$ cat config.mk
export PLATFORM = sky130hd
export DESIGN_NAME = cmd_credit_arbiter_flat
export DESIGN_NICKNAME = d
export VERILOG_FILES = /design/src/rtl/cmd_credit_arbiter_if.sv /design/src/rtl/cmd_credit_arbiter.sv /design/src/flat_wrapper.sv
export SDC_FILE = /design/constraint.sdc
export NUM_CORES = 1
export LEC_CHECK = 0
export ABC_CLOCK_PERIOD_IN_PS = 14600
export BUFFER_PORTS_ARGS = -buffer_cell sky130_fd_sc_hd__buf_2
export CAP_MARGIN = 20
export CORE_AREA = 2 2 315 317
export CTS_CLUSTER_DIAMETER = 150
export DETAILED_ROUTE_END_ITERATION = 7
export DIE_AREA = 0 0 317 319
export HOLD_SLACK_MARGIN = 0.06
export PLACE_DENSITY = 0.34
export SYNTH_ARGS = -nofsm -noshare
export SYNTH_HDL_FRONTEND = slang
export SYNTH_SLANG_ARGS = --single-unit
$ cat constraint.sdc
create_clock -name clock -period 14.6 [get_ports clock]
set_clock_uncertainty 0.2 [all_clocks]
set_input_delay 2.19 -clock clock [delete_from_list [all_inputs] [get_ports clock]]
set_output_delay 2.19 -clock clock [all_outputs]
set_load 0.05 [all_outputs]
$ cat src/rtl/cmd_credit_arbiter_if.sv
// Command-path interface for cmd_credit_arbiter.
// Carries the per-requester command buffers, the PSL response credit return
// and the registered command output toward the PSL.
//   req_valid_in/req_payload_in/req_ready_out : per-source pop handshake
//   response_valid_in/response_credits_in     : signed credit return
//   cmd_valid_out/cmd_payload_out/cmd_tag_out/cmd_src_out : issued command
// slave modport is the arbiter's view; master is the surrounding logic's view.
interface cmd_credit_arbiter_if #(
    parameter int unsigned NUM_REQ   = 5,
    parameter int unsigned PAYLOAD_W = 128
);
    logic [NUM_REQ-1:0]           req_valid_in;
    logic [NUM_REQ*PAYLOAD_W-1:0] req_payload_in;
    logic [NUM_REQ-1:0]           req_ready_out;
    logic                         response_valid_in;
    logic [8:0]                   response_credits_in;
    logic                         cmd_valid_out;
    logic [PAYLOAD_W-1:0]         cmd_payload_out;
    logic [7:0]                   cmd_tag_out;
    logic [2:0]                   cmd_src_out;

    modport slave (
        input  req_valid_in,
        input  req_payload_in,
        input  response_valid_in,
        input  response_credits_in,
        output req_ready_out,
        output cmd_valid_out,
        output cmd_payload_out,
        output cmd_tag_out,
        output cmd_src_out
    );

    modport master (
        output req_valid_in,
        output req_payload_in,
        output response_valid_in,
        output response_credits_in,
        input  req_ready_out,
        input  cmd_valid_out,
        input  cmd_payload_out,
        input  cmd_tag_out,
        input  cmd_src_out
    );
endinterface

$ cat src/rtl/cmd_credit_arbiter.sv
// Round-robin PSL command arbiter with credit tracking.
// Shares the single PSL command port among WED, read, write, prefetch-read
// and prefetch-write sources. Credits load from room_in when the job starts
// and return through command responses; one command issues per cycle with a
// wrapping 8-bit tag.
// Ports:
//   clock, rstn_in  : clock and asynchronous active-low reset
//   enabled_in      : job running; rise loads credits, fall returns to IDLE
//   room_in         : PSL command room, sampled in LOAD
//   bus (slave)     : request handshake, response credits, command output
//   credits_out     : currently available credits
//   credit_overflow_error : sticky credit accounting error
module cmd_credit_arbiter #(
    parameter int unsigned NUM_REQ   = 5,
    parameter int unsigned PAYLOAD_W = 128,
    parameter int unsigned CREDIT_W  = 8
) (
    input  logic                clock,
    input  logic                rstn_in,
    input  logic                enabled_in,
    input  logic [CREDIT_W-1:0] room_in,
    cmd_credit_arbiter_if.slave bus,
    output logic [CREDIT_W-1:0] credits_out,
    output logic                credit_overflow_error
);

    localparam int unsigned IDX_W = (NUM_REQ > 1) ? $clog2(NUM_REQ) : 1;
    localparam int unsigned SUM_W = CREDIT_W + 2;
    localparam int unsigned TAG_W = 8;

    typedef enum logic [1:0] {
        ST_IDLE = 2'd0,
        ST_LOAD = 2'd1,
        ST_RUN  = 2'd2
    } state_t;

    state_t                    state;
    state_t                    state_nxt;
    logic [CREDIT_W-1:0]       credits;
    logic [CREDIT_W-1:0]       room_q;
    logic [IDX_W-1:0]          rr_ptr;
    logic [TAG_W-1:0]          tag;

    logic                      grant;
    logic [IDX_W-1:0]          grant_idx;
    logic [NUM_REQ-1:0]        ready;
    logic signed [SUM_W-1:0]   ret;
    logic signed [SUM_W-1:0]   next_credits;
    logic signed [SUM_W-1:0]   room_ext;

    // State register
    always_ff @(posedge clock or negedge rstn_in) begin
        if (!rstn_in) begin
            state <= ST_IDLE;
        end else begin
            state <= state_nxt;
        end
    end

    // Next-state logic
    always_comb begin
        state_nxt = state;
        case (state)
            ST_IDLE: if (enabled_in) state_nxt = ST_LOAD;
            ST_LOAD: state_nxt = ST_RUN;
            ST_RUN:  if (!enabled_in) state_nxt = ST_IDLE;
            default: state_nxt = ST_IDLE;
        endcase
    end

    // Round-robin search from rr_ptr; the exit cycle never grants
    always_comb begin
        int unsigned idx;
        logic [IDX_W-1:0] idx_v;
        grant     = 1'b0;
        grant_idx = '0;
        ready     = '0;
        idx       = 0;
        idx_v     = '0;
        if (state == ST_RUN && enabled_in && credits != '0) begin
            for (int unsigned k = 0; k < NUM_REQ; k++) begin
                idx = 32'(rr_ptr) + k;
                if (idx >= NUM_REQ) idx = idx - NUM_REQ;
                idx_v = IDX_W'(idx);
                if (!grant && bus.req_valid_in[idx_v]) begin
                    grant     = 1'b1;
                    grant_idx = idx_v;
                end
            end
            if (grant) ready = NUM_REQ'(1) << grant_idx;
        end
    end

    assign bus.req_ready_out = ready;

    // Net credit change for this cycle, signed and two bits wider than the counter
    always_comb begin
        ret          = bus.response_valid_in ? SUM_W'($signed(bus.response_credits_in)) : '0;
        room_ext     = $signed({2'b00, room_q});
        next_credits = $signed({2'b00, credits}) - $signed(SUM_W'(grant)) + ret;
    end

    // Credit, pointer, tag and command output registers
    always_ff @(posedge clock or negedge rstn_in) begin
        if (!rstn_in) begin
            credits               <= '0;
            room_q                <= '0;
            rr_ptr                <= '0;
            tag                   <= '0;
            credit_overflow_error <= 1'b0;
            bus.cmd_valid_out     <= 1'b0;
            bus.cmd_payload_out   <= '0;
            bus.cmd_tag_out       <= '0;
            bus.cmd_src_out       <= '0;
        end else begin
            bus.cmd_valid_out <= 1'b0;
            case (state)
                ST_LOAD: begin
                    credits <= room_in;
                    room_q  <= room_in;
                    tag     <= '0;
                end
                ST_RUN: begin
                    if (!enabled_in) begin
                        credits               <= '0;
                        credit_overflow_error <= 1'b0;
                        rr_ptr                <= '0;
                    end else begin
                        if (next_credits > room_ext) begin
                            credit_overflow_error <= 1'b1;
                            credits               <= room_q;
                        end else if (next_credits < 0) begin
                            credit_overflow_error <= 1'b1;
                            credits               <= '0;
                        end else begin
                            credits <= CREDIT_W'(next_credits);
                        end
                        if (grant) begin
                            bus.cmd_valid_out   <= 1'b1;
                            bus.cmd_payload_out <= bus.req_payload_in[32'(grant_idx)*PAYLOAD_W +: PAYLOAD_W];
                            bus.cmd_tag_out     <= tag;
                            bus.cmd_src_out     <= 3'(grant_idx);
                            tag                 <= tag + TAG_W'(1);
                            if (32'(grant_idx) == NUM_REQ - 1) begin
                                rr_ptr <= '0;
                            end else begin
                                rr_ptr <= grant_idx + IDX_W'(1);
                            end
                        end
                    end
                end
                default: ;
            endcase
        end
    end

    assign credits_out = credits;

endmodule

$ cat src/flat_wrapper.sv
// flat-port wrapper written by rule: the top's interface ports become plain ports
module cmd_credit_arbiter_flat 
#(
    parameter int unsigned NUM_REQ   = 5,
    parameter int unsigned PAYLOAD_W = 128,
    parameter int unsigned CREDIT_W  = 8
)
  (clock, rstn_in, enabled_in, room_in, credits_out, credit_overflow_error, bus_req_valid_in, bus_req_payload_in, bus_response_valid_in, bus_response_credits_in, bus_req_ready_out, bus_cmd_valid_out, bus_cmd_payload_out, bus_cmd_tag_out, bus_cmd_src_out);
  cmd_credit_arbiter_if #(.NUM_REQ(NUM_REQ), .PAYLOAD_W(PAYLOAD_W)) bus_i ();
  input  logic clock;
  input  logic rstn_in;
  input  logic enabled_in;
  input  logic [CREDIT_W-1:0] room_in;
  output logic [CREDIT_W-1:0] credits_out;
  output logic credit_overflow_error;
  input wire logic [$bits(bus_i.req_valid_in)-1:0] bus_req_valid_in;
  input wire logic [$bits(bus_i.req_payload_in)-1:0] bus_req_payload_in;
  input wire logic [$bits(bus_i.response_valid_in)-1:0] bus_response_valid_in;
  input wire logic [$bits(bus_i.response_credits_in)-1:0] bus_response_credits_in;
  output wire logic [$bits(bus_i.req_ready_out)-1:0] bus_req_ready_out;
  output wire logic [$bits(bus_i.cmd_valid_out)-1:0] bus_cmd_valid_out;
  output wire logic [$bits(bus_i.cmd_payload_out)-1:0] bus_cmd_payload_out;
  output wire logic [$bits(bus_i.cmd_tag_out)-1:0] bus_cmd_tag_out;
  output wire logic [$bits(bus_i.cmd_src_out)-1:0] bus_cmd_src_out;
  assign bus_i.req_valid_in = bus_req_valid_in;
  assign bus_i.req_payload_in = bus_req_payload_in;
  assign bus_i.response_valid_in = bus_response_valid_in;
  assign bus_i.response_credits_in = bus_response_credits_in;
  assign bus_req_ready_out = bus_i.req_ready_out;
  assign bus_cmd_valid_out = bus_i.cmd_valid_out;
  assign bus_cmd_payload_out = bus_i.cmd_payload_out;
  assign bus_cmd_tag_out = bus_i.cmd_tag_out;
  assign bus_cmd_src_out = bus_i.cmd_src_out;
  cmd_credit_arbiter #(.NUM_REQ(NUM_REQ), .PAYLOAD_W(PAYLOAD_W), .CREDIT_W(CREDIT_W)) u_core (.clock(clock), .rstn_in(rstn_in), .enabled_in(enabled_in), .room_in(room_in), .bus(bus_i), .credits_out(credits_out), .credit_overflow_error(credit_overflow_error));
endmodule
==> impl_metrics.yaml <==
outcome:
  status: "finished clean"
yosys:
  async_flop_share_pct: 100
  synth_nets: 2034
  synthCells: 1332
  synth_area_mm2: 0.0135
  ys_seq_area_share_pct: 31.5
  ys_types: 73
  avgSynthCellArea_um2: 10.1
  synth-edff-count: 0
  yosysWarnings: 0
  ys_ff_latch: 170
  ys.flop_type: "dfrtp_1"
critical_path:
  reg2reg_depth: 27
  cpMaxStageDelayCell: "a222oi_1"
  r2r-end: "u_core.credits_out[2]$_DFFE_PN0P_"
  reg2reg_setup_slack_ns: 6.34
  max_stage_delay_ns: 0.94
  crit_path_end_kind: "flip-flop"
  critPathArrivalTime_ns: 8.64
  r2r-start: "u_core.rr_ptr[1]$_DFFE_PN0P_"
  crit_top_cell: "a21oi_1"
  path_max_fanout: 75
  critPathLaunchType: "input pin"
  crit_type: "in2reg"
  required_ns: 14.81
placed_design:
  dp.final_hpwl_um: 61100
  port_buffers: 819
  finalWeightedCongestion: 0.968
  place_area_mm2: 0.0188
job:
  drv_cap: 0
sta:
  fin_tns_setup_ns: 0
  fin_crit_ns: 8.43
  rsz0062_at_grt: "no"
  finalCritPeriodShare_pct: 57.7
  worst_slew_pin_slew_ns: 1.15
  fmax_ghz: 0.119
  whs_ns: 0.279
  setup_viol: 0
  slew_headroom_pct: 23.1
  finalMaxSlewViolations: 0
  finalHoldViolCount: 0
finish:
  drive_gt1_share_pct: 54.9
  fillers: 10900
  seq_area_mm2: 0.00425
  final_area_mm2: 0.0194
  syn2layout_area_growth_pct: 43.9
  finalNetCount: 2771
  multi_input_area_mm2: 0.00852
  layout_common_cells: "buf_2, dfrtp_1, nor2_1, mux2i_1, mux2_2"
  final_common_cell: "buf_2"
worst_hold_path:
  min_from: "u_core.bus.cmd_tag_out[4]$_DFFE_PN0P_"
  min_path_type: "reg2reg"
  holdPathEnd: "u_core.bus.cmd_tag_out[4]$_DFFE_PN0P_"
  min_path_cells: 2
clock_tree:
  clk_path_buf_depth: 2
  tritoncts: "built"
  cts_hold_buf: 0
  h-tree-depth: 4
  clk_pin_slew_ns: 0.07
  cts.sinks: 170
  numCtsBuffers: 17
  ctsResizeCount: 0
  insertion_delay_ns: 0.50
  postCtsSetupBuffers: 0
  root_buffer: "clkbuf_16"
detailed_routing:
  dr.pass1.iters: 5
  wl_per_cell_um: 22.5
  drt_iter0_drc: 602
  routed_wl_um: 76000
  ant_nets: 0
  drc: 0
  num_vias: 14200
  vias_per_cell: 4.21
global_routing:
  grt_pass1_wl_um: 107000
  grt_pass1_vias: 15000
  grt-ovfl-total: 0
  grt_max_degree: 132
  grtUsageTotal_pct: 14.6
  antenna_found_initial: 38
floorplan:
  rows: 115
  die-area_mm2: 0.101
  core-area_mm2: 0.0977
  initial_core_util_pct: 13.8
  ios: 820
  dieHeight_um: 319
  die_x_um: 317
power_and_ir_drop:
  leakage_nw: 9.24
  ir_drop_mv: 0.182
  power.total_mw: 4.85
  pwr_density_cell_mw_per_mm2: 250
-- critical path, delay by kind of cell --
| kind | cells | cell delay, ns |
|---|---|---|
| AO/OA/AOI/OAI | 16 | 4.33 |
| adder cells (fa/ha/maj) | 4 | 1.25 |
| buffers and inverters | 3 | 0.44 |
| AND/OR/NAND/NOR | 3 | 0.33 |
-- metal layers --
layer	up-vias	part of all wire, %	global-route usage (%)
met4	20	1.5	3.24
met2	495	50	25.3
met3	93	6.2	3.80
li1	6601	-	-
met1	6994	42	17.9
met5	-	0.14	0
-- per-stage QoR --
step / utilization (%) / instances / setup slack [ns]
after detailed placement: 19.2 / 3337 / 5.61
after global placement: 19.2 / 3337 / 5.60
final: 19.9 / 3375 / 6.17
after floorplan: - / 1332 / 6.68
after CTS: 19.9 / 3368 / 6.20
after global routing: 19.9 / 3372 / 5.47
-- worst max path at each step --
stage	startpoint	endpoint	slack (ns)	cells after the start
finish	bus_req_valid_in[3]	u_core.credits_out[2]$_DFFE_PN0P_	6.17	26
global route	bus_req_valid_in[3]	u_core.credits_out[2]$_DFFE_PN0P_	5.47	26
CTS	bus_req_valid_in[3]	u_core.credits_out[7]$_DFFE_PN0P_	6.20	26
detailed placement	bus_req_valid_in[3]	u_core.credits_out[7]$_DFFE_PN0P_	5.61	26
global placement	bus_req_valid_in[3]	u_core.credits_out[7]$_DFFE_PN0P_	5.60	26
floorplan	bus_req_valid_in[3]	u_core.credits_out[7]$_DFFE_PN0P_	6.68	28
-- Yosys cell counts, types with 6 or more instances --
library cell / n / area share (%)
a211oi_1: 7 / 0.39
nand3b_1: 9 / 0.50
buf_6: 16 / 1.3
nand3_1: 12 / 0.45
o21a_1: 7 / 0.39
buf_2: 38 / 1.4
inv_1: 35 / 0.97
nand2b_1: 10 / 0.46
clkbuf_1: 46 / 1.3
dfrtp_1: 170 / 32
a21oi_1: 19 / 0.70
mux2_2: 133 / 11
nor3b_1: 6 / 0.33
a221oi_1: 10 / 0.65
and2_1: 12 / 0.56
nor3_1: 7 / 0.26
xor2_1: 6 / 0.39
nor2_1: 153 / 4.3
nor2b_1: 10 / 0.46
o22ai_1: 131 / 6.1
mux2i_1: 135 / 10
o21ai_0: 19 / 0.70
a221oi_2: 120 / 13
o221ai_1: 8 / 0.52
a22oi_1: 8 / 0.45
xnor2_1: 15 / 0.97
buf_1: 18 / 0.50
nand2_1: 62 / 1.7
o21bai_1: 6 / 0.33
ha_1: 34 / 3.2
-- power by group --
part / switching (mW) / total, mW / internal [mW] / leakage, nW
sequential: 0.138 / 0.825 / 0.687 / 1.95
combinational: 2.36 / 3.52 / 1.16 / 7.00
clock: 0.223 / 0.500 / 0.277 / 0.287
total: 2.72 / 4.85 / 2.13 / 9.24
-- kinds of logic (layout without fill, tap and decap cells) --
kind of cell,Yosys count,after routing,share of synthesized area [%]
flops,170,170,31.5
other cells,0,7,0
fa+ha+maj,36,36,3.45
buf+inv,157,906,5.65
compound gates,374,374,26.3
xor+xnor,21,21,1.36
mux,271,271,21.6
simple gates,303,303,10.1
-- cell type report --
type	count	area share, %
Timing Repair Buffer	837	22.0
Antenna cell	7	0.0902
Tap cell	1287	8.29
Clock inverter	10	0.734
Multi-Input combinational cell	1005	43.9
Clock buffer	21	2.37
Inverter	38	0.767
Sequential cell	170	21.9
-- state kept, by name, indices dropped and copies added (netlist names), 2 cells and up --
signal	cells
u_core.bus.cmd_src_out	3
u_core.bus.cmd_tag_out	8
u_core.credits_out	8
u_core.rr_ptr	3
u_core.tag	8
u_core.room_q	8
u_core.state	2
u_core.bus.cmd_payload_out	128
(Power assumes the default switching activity.)
